<file path="config.mk">
export PLATFORM = sky130hd
export DESIGN_NAME = rr_xy_allocator
export DESIGN_NICKNAME = d
export VERILOG_FILES = /design/src/rtl/rr_xy_allocator.sv
export SDC_FILE = /design/constraint.sdc
export NUM_CORES = 1
export LEC_CHECK = 0
export CORE_MARGIN = 2
export CORE_UTILIZATION = 45
export CTS_BUF_LIST = sky130_fd_sc_hd__clkbuf_4
export CTS_CLUSTER_SIZE = 16
export DETAILED_ROUTE_END_ITERATION = 6
export GPL_TIMING_DRIVEN = 0
export PLACE_DENSITY_LB_ADDON = 0.15
export SYNTH_ARGS = -nofsm -noshare
export SYNTH_HDL_FRONTEND = slang
export SYNTH_SLANG_ARGS = --single-unit
</file>
<file path="constraint.sdc">
create_clock -name i_clk -period 4.78 [get_ports i_clk]
set_clock_uncertainty 0.15 [all_clocks]
set_input_delay 0.717 -clock i_clk [delete_from_list [all_inputs] [get_ports i_clk]]
set_output_delay 0.717 -clock i_clk [all_outputs]
set_load 0.03 [all_outputs]
</file>
<file path="src/rtl/rr_xy_allocator.sv">
// Connection allocator for a 5-port XY router.
// Picks one pending header request round-robin, works out its XY output
// port, grants it if that output is free, and drives the crossbar mux tables.
// A connection is torn down when its input buffer stops sending.
module rr_xy_allocator #(
  parameter int unsigned NPORT    = 5,
  parameter int unsigned TAM_FLIT = 16,
  parameter logic [7:0]  ADDRESS  = 8'h11
) (
  input  logic                      i_clk,
  input  logic                      i_rst,
  input  logic [NPORT-1:0]          i_h,
  output logic [NPORT-1:0]          o_ack_h,
  input  logic [NPORT*TAM_FLIT-1:0] i_data,
  input  logic [NPORT-1:0]          i_sender,
  output logic [NPORT-1:0]          o_free,
  output logic [NPORT*3-1:0]        o_mux_in,
  output logic [NPORT*3-1:0]        o_mux_out
);

  localparam logic [2:0] EAST  = 3'd0;
  localparam logic [2:0] WEST  = 3'd1;
  localparam logic [2:0] NORTH = 3'd2;
  localparam logic [2:0] SOUTH = 3'd3;
  localparam logic [2:0] LOCAL = 3'd4;

  localparam logic [3:0] LX = ADDRESS[7:4];
  localparam logic [3:0] LY = ADDRESS[3:0];

  typedef enum logic [1:0] {StIdle, StArb, StRoute, StGrant} state_e;

  state_e             state_q, state_d;
  logic [2:0]         sel_q, sel_d;
  logic [2:0]         dest_q, dest_d;
  logic [2:0]         rr_ptr_q, rr_ptr_d;
  logic [NPORT-1:0]   ack_q, ack_d;
  logic [NPORT-1:0]   free_q, free_d;
  logic [NPORT-1:0]   conn_valid_q, conn_valid_d;
  logic [NPORT-1:0]   sender_q;
  logic [2:0]         mux_in_q [NPORT];
  logic [2:0]         mux_in_d [NPORT];
  logic [2:0]         mux_out_q [NPORT];
  logic [2:0]         mux_out_d [NPORT];

  logic [TAM_FLIT-1:0] flit [NPORT];
  logic                arb_found;
  logic [2:0]          arb_sel;
  logic [2:0]          route_dest;
  logic                grant;
  logic [NPORT-1:0]    release_req;

  // Unpack the flat buses into per-port views.
  for (genvar gp = 0; gp < NPORT; gp++) begin : g_port
    assign flit[gp]             = i_data[gp*TAM_FLIT +: TAM_FLIT];
    assign o_mux_in[gp*3 +: 3]  = mux_in_q[gp];
    assign o_mux_out[gp*3 +: 3] = mux_out_q[gp];
  end

  assign o_ack_h = ack_q;
  assign o_free  = free_q;

  // Round-robin search: first requester strictly after rr_ptr, wrapping.
  always_comb begin
    int unsigned cand;
    logic [2:0]  cand_idx;
    arb_found = 1'b0;
    arb_sel   = rr_ptr_q;
    for (int unsigned off = 1; off <= NPORT; off++) begin
      cand     = (32'(rr_ptr_q) + off) % NPORT;
      cand_idx = cand[2:0];
      if (!arb_found && i_h[cand_idx]) begin
        arb_found = 1'b1;
        arb_sel   = cand_idx;
      end
    end
  end

  // XY routing: resolve X first, then Y, else deliver locally.
  always_comb begin
    logic [TAM_FLIT-1:0] head;
    logic [3:0]          tx;
    logic [3:0]          ty;
    head = flit[sel_q];
    tx   = head[7:4];
    ty   = head[3:0];
    if (tx > LX)      route_dest = EAST;
    else if (tx < LX) route_dest = WEST;
    else if (ty > LY) route_dest = NORTH;
    else if (ty < LY) route_dest = SOUTH;
    else              route_dest = LOCAL;
  end

  // Allocation FSM next-state.
  always_comb begin
    state_d  = state_q;
    sel_d    = sel_q;
    dest_d   = dest_q;
    rr_ptr_d = rr_ptr_q;
    grant    = 1'b0;
    unique case (state_q)
      StIdle: begin
        if (|i_h) state_d = StArb;
      end
      StArb: begin
        if (arb_found) begin
          sel_d    = arb_sel;
          rr_ptr_d = arb_sel;
          state_d  = StRoute;
        end else begin
          state_d = StIdle;
        end
      end
      StRoute: begin
        // Request withdrawn or output busy: give up; rr_ptr already moved on.
        if (!i_h[sel_q] || !free_q[route_dest]) begin
          state_d = StIdle;
        end else begin
          dest_d  = route_dest;
          state_d = StGrant;
        end
      end
      StGrant: begin
        grant   = 1'b1;
        state_d = StIdle;
      end
      default: state_d = StIdle;
    endcase
  end

  // Release detection: an active connection whose sender just dropped.
  always_comb begin
    release_req = conn_valid_q & sender_q & ~i_sender;
  end

  // Connection table update: releases and a grant can land together.
  always_comb begin
    ack_d        = '0;
    free_d       = free_q;
    conn_valid_d = conn_valid_q & ~release_req;
    mux_in_d     = mux_in_q;
    mux_out_d    = mux_out_q;
    for (int p = 0; p < NPORT; p++) begin
      if (release_req[p]) free_d[mux_out_q[p]] = 1'b1;
    end
    // A granted dest was free, so it never collides with a release target.
    if (grant) begin
      ack_d[sel_q]        = 1'b1;
      free_d[dest_q]      = 1'b0;
      mux_in_d[dest_q]    = sel_q;
      mux_out_d[sel_q]    = dest_q;
      conn_valid_d[sel_q] = 1'b1;
    end
  end

  // State and table registers.
  always_ff @(posedge i_clk or negedge i_rst) begin
    if (!i_rst) begin
      state_q      <= StIdle;
      sel_q        <= '0;
      dest_q       <= '0;
      rr_ptr_q     <= LOCAL;
      ack_q        <= '0;
      free_q       <= '1;
      conn_valid_q <= '0;
      sender_q     <= '0;
      for (int i = 0; i < NPORT; i++) begin
        mux_in_q[i]  <= '0;
        mux_out_q[i] <= '0;
      end
    end else begin
      state_q      <= state_d;
      sel_q        <= sel_d;
      dest_q       <= dest_d;
      rr_ptr_q     <= rr_ptr_d;
      ack_q        <= ack_d;
      free_q       <= free_d;
      conn_valid_q <= conn_valid_d;
      sender_q     <= i_sender;
      for (int i = 0; i < NPORT; i++) begin
        mux_in_q[i]  <= mux_in_d[i];
        mux_out_q[i] <= mux_out_d[i];
      end
    end
  end

endmodule
</file>
==> reports/results.txt <==
Met2 layer usage reported by global route -> 42.9%
Initial DRC Count -> 266
Yosys synthesis warning count -> 0
Floorplan die width -> 107 um
Maximum operating frequency -> 216 MHz
Number of clock sinks -> 59
Sum of buffers and inverters on the critical path -> 2
Die Outline Area -> 11,400 um^2
Dominant synthesized flop cell -> sky130_fd_sc_hd__dfrtp_1
Number of buffers added by the clock tree synthesis step -> 9
Core area -> 10,300 um^2
Grt total ovfl -> 0
Yosys cell types -> 80
Largest net degree at the start of global routing -> 37
Via total after detailed routing -> 4,818
Number of nets at the end of the flow -> 780
Chain of cells forming the critical path -> buf_4 > ha_4 > xor2_4 > inv_1 > ha_1 > nor2_1 > a21boi_2 > xnor2_2 > ha_1 > nor2b_2 > a221o_2 > a21boi_2 > a311o_1 > a311oi_4 > nand2_2 > a41oi_1 > o221ai_1 > mux2_2
WHS -> 121 ps
Slowest library cell on the worst path -> sky130_fd_sc_hd__dfrtp_2
Number of inserted filler cells in the final layout -> 909
Largest stage delay on the critical path -> 410 ps
Syn nets -> 653
Worst slew margin relative to its limit -> 37.0%
Final setup TNS -> 0 ps
Initial DRT Pass Iterations -> 6
Summed area of non-filler cells in the final layout -> 6450 um^2
Share of the synthesized area in the top cell type -> 28.0%
Worst-path clk slew -> 100 ps
Port-buffer cells -> 90
CTS Hold Bufs -> 0
Routed wire length -> 14,800 um
Syn avg cell area -> 8.93 um^2
TritonCTS clock tree -> yes
Sort of element at the start of the critical path -> flip-flop
Depth of the CTS H-tree -> 3
Worst setup path category -> reg2reg
Final critical-path share of the clock period -> 96.7%
Slew at the pin with the worst max-slew slack -> 932 ps
Global routing met1 resource utilization -> 35.8%
Gate family responsible for the most delay along the worst path -> compound AO/OA/AOI/OAI gates
Site Rows -> 37
Commonest cells after routing, fill and taps aside -> sky130_fd_sc_hd__clkdlybuf4s50_1 (89), sky130_fd_sc_hd__dfrtp_1 (51), sky130_fd_sc_hd__nand2_1 (47), sky130_fd_sc_hd__nor2_1 (33), sky130_fd_sc_hd__inv_1 (30)
Share of the yosys chip area belonging to registers -> 31.3%
Final weighted congestion in routability-driven placement -> 0.913
Most common cell after layout, fill and taps aside -> sky130_fd_sc_hd__clkdlybuf4s50_1
Total routing usage reported by global routing -> 26.5%
Run status -> finished, final reports clean
Drc violations -> 0
Leading area contributor after synthesis -> sky130_fd_sc_hd__dfrtp_1
Number of endpoints with negative hold slack in the final report -> 0
Mapped cell area -> 4740 um^2
DP HPWL -> 10,600 um
Pins over their slew limit -> 0
Fraction of layout cells with a size suffix above 1 -> 22.5%
Worst hold path type -> in2async
Arr. time, crit path -> 4770 ps
Flop and latch count out of synthesis -> 59
Per-cell routed wire length -> 18.5 um
Number of setup violations in the final report -> 0
Wire length of the first global-routing pass -> 23,900 um
Peak fanout along the critical path -> 9
Clock latency at the later pin of the worst-skew pair -> 410 ps
Number of enable-type register cells in the synthesized netlist -> 0
Cell at the root of the clock tree -> sky130_fd_sc_hd__clkbuf_4
Setup repair after global routing missed its margin -> true
Critical path required time -> 4930 ps
Type of element capturing the critical path -> flip-flop
Pre-CTS worst setup slack -> -1080 ps
Number of global-route vias before repair -> 4,757
Final setup slack of the worst path -> 159 ps
Final antenna diode count -> 0
Final antenna-violating net count -> 0
Shortest period the worst path allows -> 4620 ps
Instance count of the mapped netlist -> 531
Effective utilization at floorplan -> 46.1%
Main area contributors after synthesis -> sky130_fd_sc_hd__dfrtp_1 (28%), sky130_fd_sc_hd__ha_1 (7.7%), sky130_fd_sc_hd__mux2_2 (5.5%)
# IOs -> 132
CTS max path bufs -> 2
Layout-stage area growth over the synthesis result -> 36.1%
Max-cap violations -> 0
Antenna violations before repair -> 0
Most Crowded Layer GR -> met2
Mean number of vias per cell -> 6.03
Met3 demand-to-capacity share in global routing -> 5.84%
Floorplan die height -> 107 um
Post-synth ARST share -> 100%
Area after detailed placement -> 5830 um^2
==> per-layer routing <==
metal  vias up  wire, um
met5         -         0
met3        31      1040
li1       2241         -
met4         0       278
met2       240      6900
met1      2306      6600
==> kinds of logic after synthesis <==
logic type	Yosys count	synth area share, %
AOI/OAI and AO/OA	148	23.6
and+or+nand+nor	193	21.8
muxes	36	8.47
xor gates and xnor gates	8	1.80
adders and majority gates	30	8.08
buffers and inverters	57	4.94
DFF	59	31.3
==> synthesized netlist by cell type (4+ instances only) <==
cell                        number
sky130_fd_sc_hd__nand2_1        47
sky130_fd_sc_hd__or3_1           5
sky130_fd_sc_hd__buf_2           7
sky130_fd_sc_hd__nand3b_1        8
sky130_fd_sc_hd__a2111oi_0       6
sky130_fd_sc_hd__mux2_2         23
sky130_fd_sc_hd__nor3b_1         4
sky130_fd_sc_hd__ha_1           29
sky130_fd_sc_hd__xnor2_1         6
sky130_fd_sc_hd__a22oi_1         5
sky130_fd_sc_hd__nor2_1         36
sky130_fd_sc_hd__o2bb2ai_1       4
sky130_fd_sc_hd__a211o_1         4
sky130_fd_sc_hd__dfstp_2         6
sky130_fd_sc_hd__a31oi_1         9
sky130_fd_sc_hd__nor3_1         14
sky130_fd_sc_hd__nand3_1        13
sky130_fd_sc_hd__dfrtp_1        53
sky130_fd_sc_hd__o31ai_1         4
sky130_fd_sc_hd__nand2b_1       11
sky130_fd_sc_hd__a211oi_1       13
sky130_fd_sc_hd__clkbuf_1        8
sky130_fd_sc_hd__a21oi_1        17
sky130_fd_sc_hd__o22ai_1         7
sky130_fd_sc_hd__inv_1          33
sky130_fd_sc_hd__nor2b_1        11
sky130_fd_sc_hd__mux2i_1        12
sky130_fd_sc_hd__and2_1          5
sky130_fd_sc_hd__o21ai_0        24
sky130_fd_sc_hd__a21o_1          8
sky130_fd_sc_hd__nand4_1         7
sky130_fd_sc_hd__and3_1          7
sky130_fd_sc_hd__nor4_1          7
==> flip-flops by register name, indices dropped and copies added, names as in the netlist <==
name / cells
conn_valid_q: 5
sel_q: 3
dest_q: 3
o_mux_out: 15
o_mux_in: 15
state_q: 2
o_free: 5
o_ack_h: 5
rr_ptr_q: 1
sender_q: 5
==> cell type report <==
type	instances	area (um^2)	area share, %
multi-input cells	415	3240	50.3
clock inverters	7	68.8	1.07
flip-flops and latches	59	1490	23.0
plain buffers	18	139	2.15
clock buffers	9	67.6	1.05
well taps	136	170	2.64
inverters	37	151	2.35
repair buffers	118	1120	17.4
==> worst paths after layout <==
| kind | startpoint | to | slack, ps | depth (start not counted) |
|---|---|---|---|---|
| worst max-delay path | sel_q[0]$_DFFE_PN0P_ | sel_q[1]$_DFFE_PN0P_ | 160 | 18 |
| min in group i_clk | conn_valid_q[0]$_DFF_PN0_ | conn_valid_q[0]$_DFF_PN0_ | 330 | 1 |
| max in group asynchronous | i_rst | o_free[2]$_DFF_PN1_ | 3710 | 2 |
| worst max register to register | sel_q[0]$_DFFE_PN0P_ | sel_q[1]$_DFFE_PN0P_ | 160 | 18 |
| worst min register to register | conn_valid_q[0]$_DFF_PN0_ | conn_valid_q[0]$_DFF_PN0_ | 330 | 1 |
| worst min-delay path | i_rst | conn_valid_q[3]$_DFF_PN0_ | 120 | 1 |
==> per-stage QoR <==
stage,cells,util (%)
3_3_place_gp,757,56.6
4_1_cts,790,61.0
3_5_place_dp,758,56.7
6_report,799,62.8
2_1_floorplan,531,-
5_1_grt,799,62.8
==> what timing repair did <==
item / in CTS / in global routing
gates cloned: 0 / 0
pin swaps: 7 / 11
buffers inserted: 16 / 11
setup endpoints to repair: 5 / 5
resized for setup: 42 / 26
Power is not shown: default switching activity piles up to over one toggle a cycle in this logic, so the estimate is an artifact.
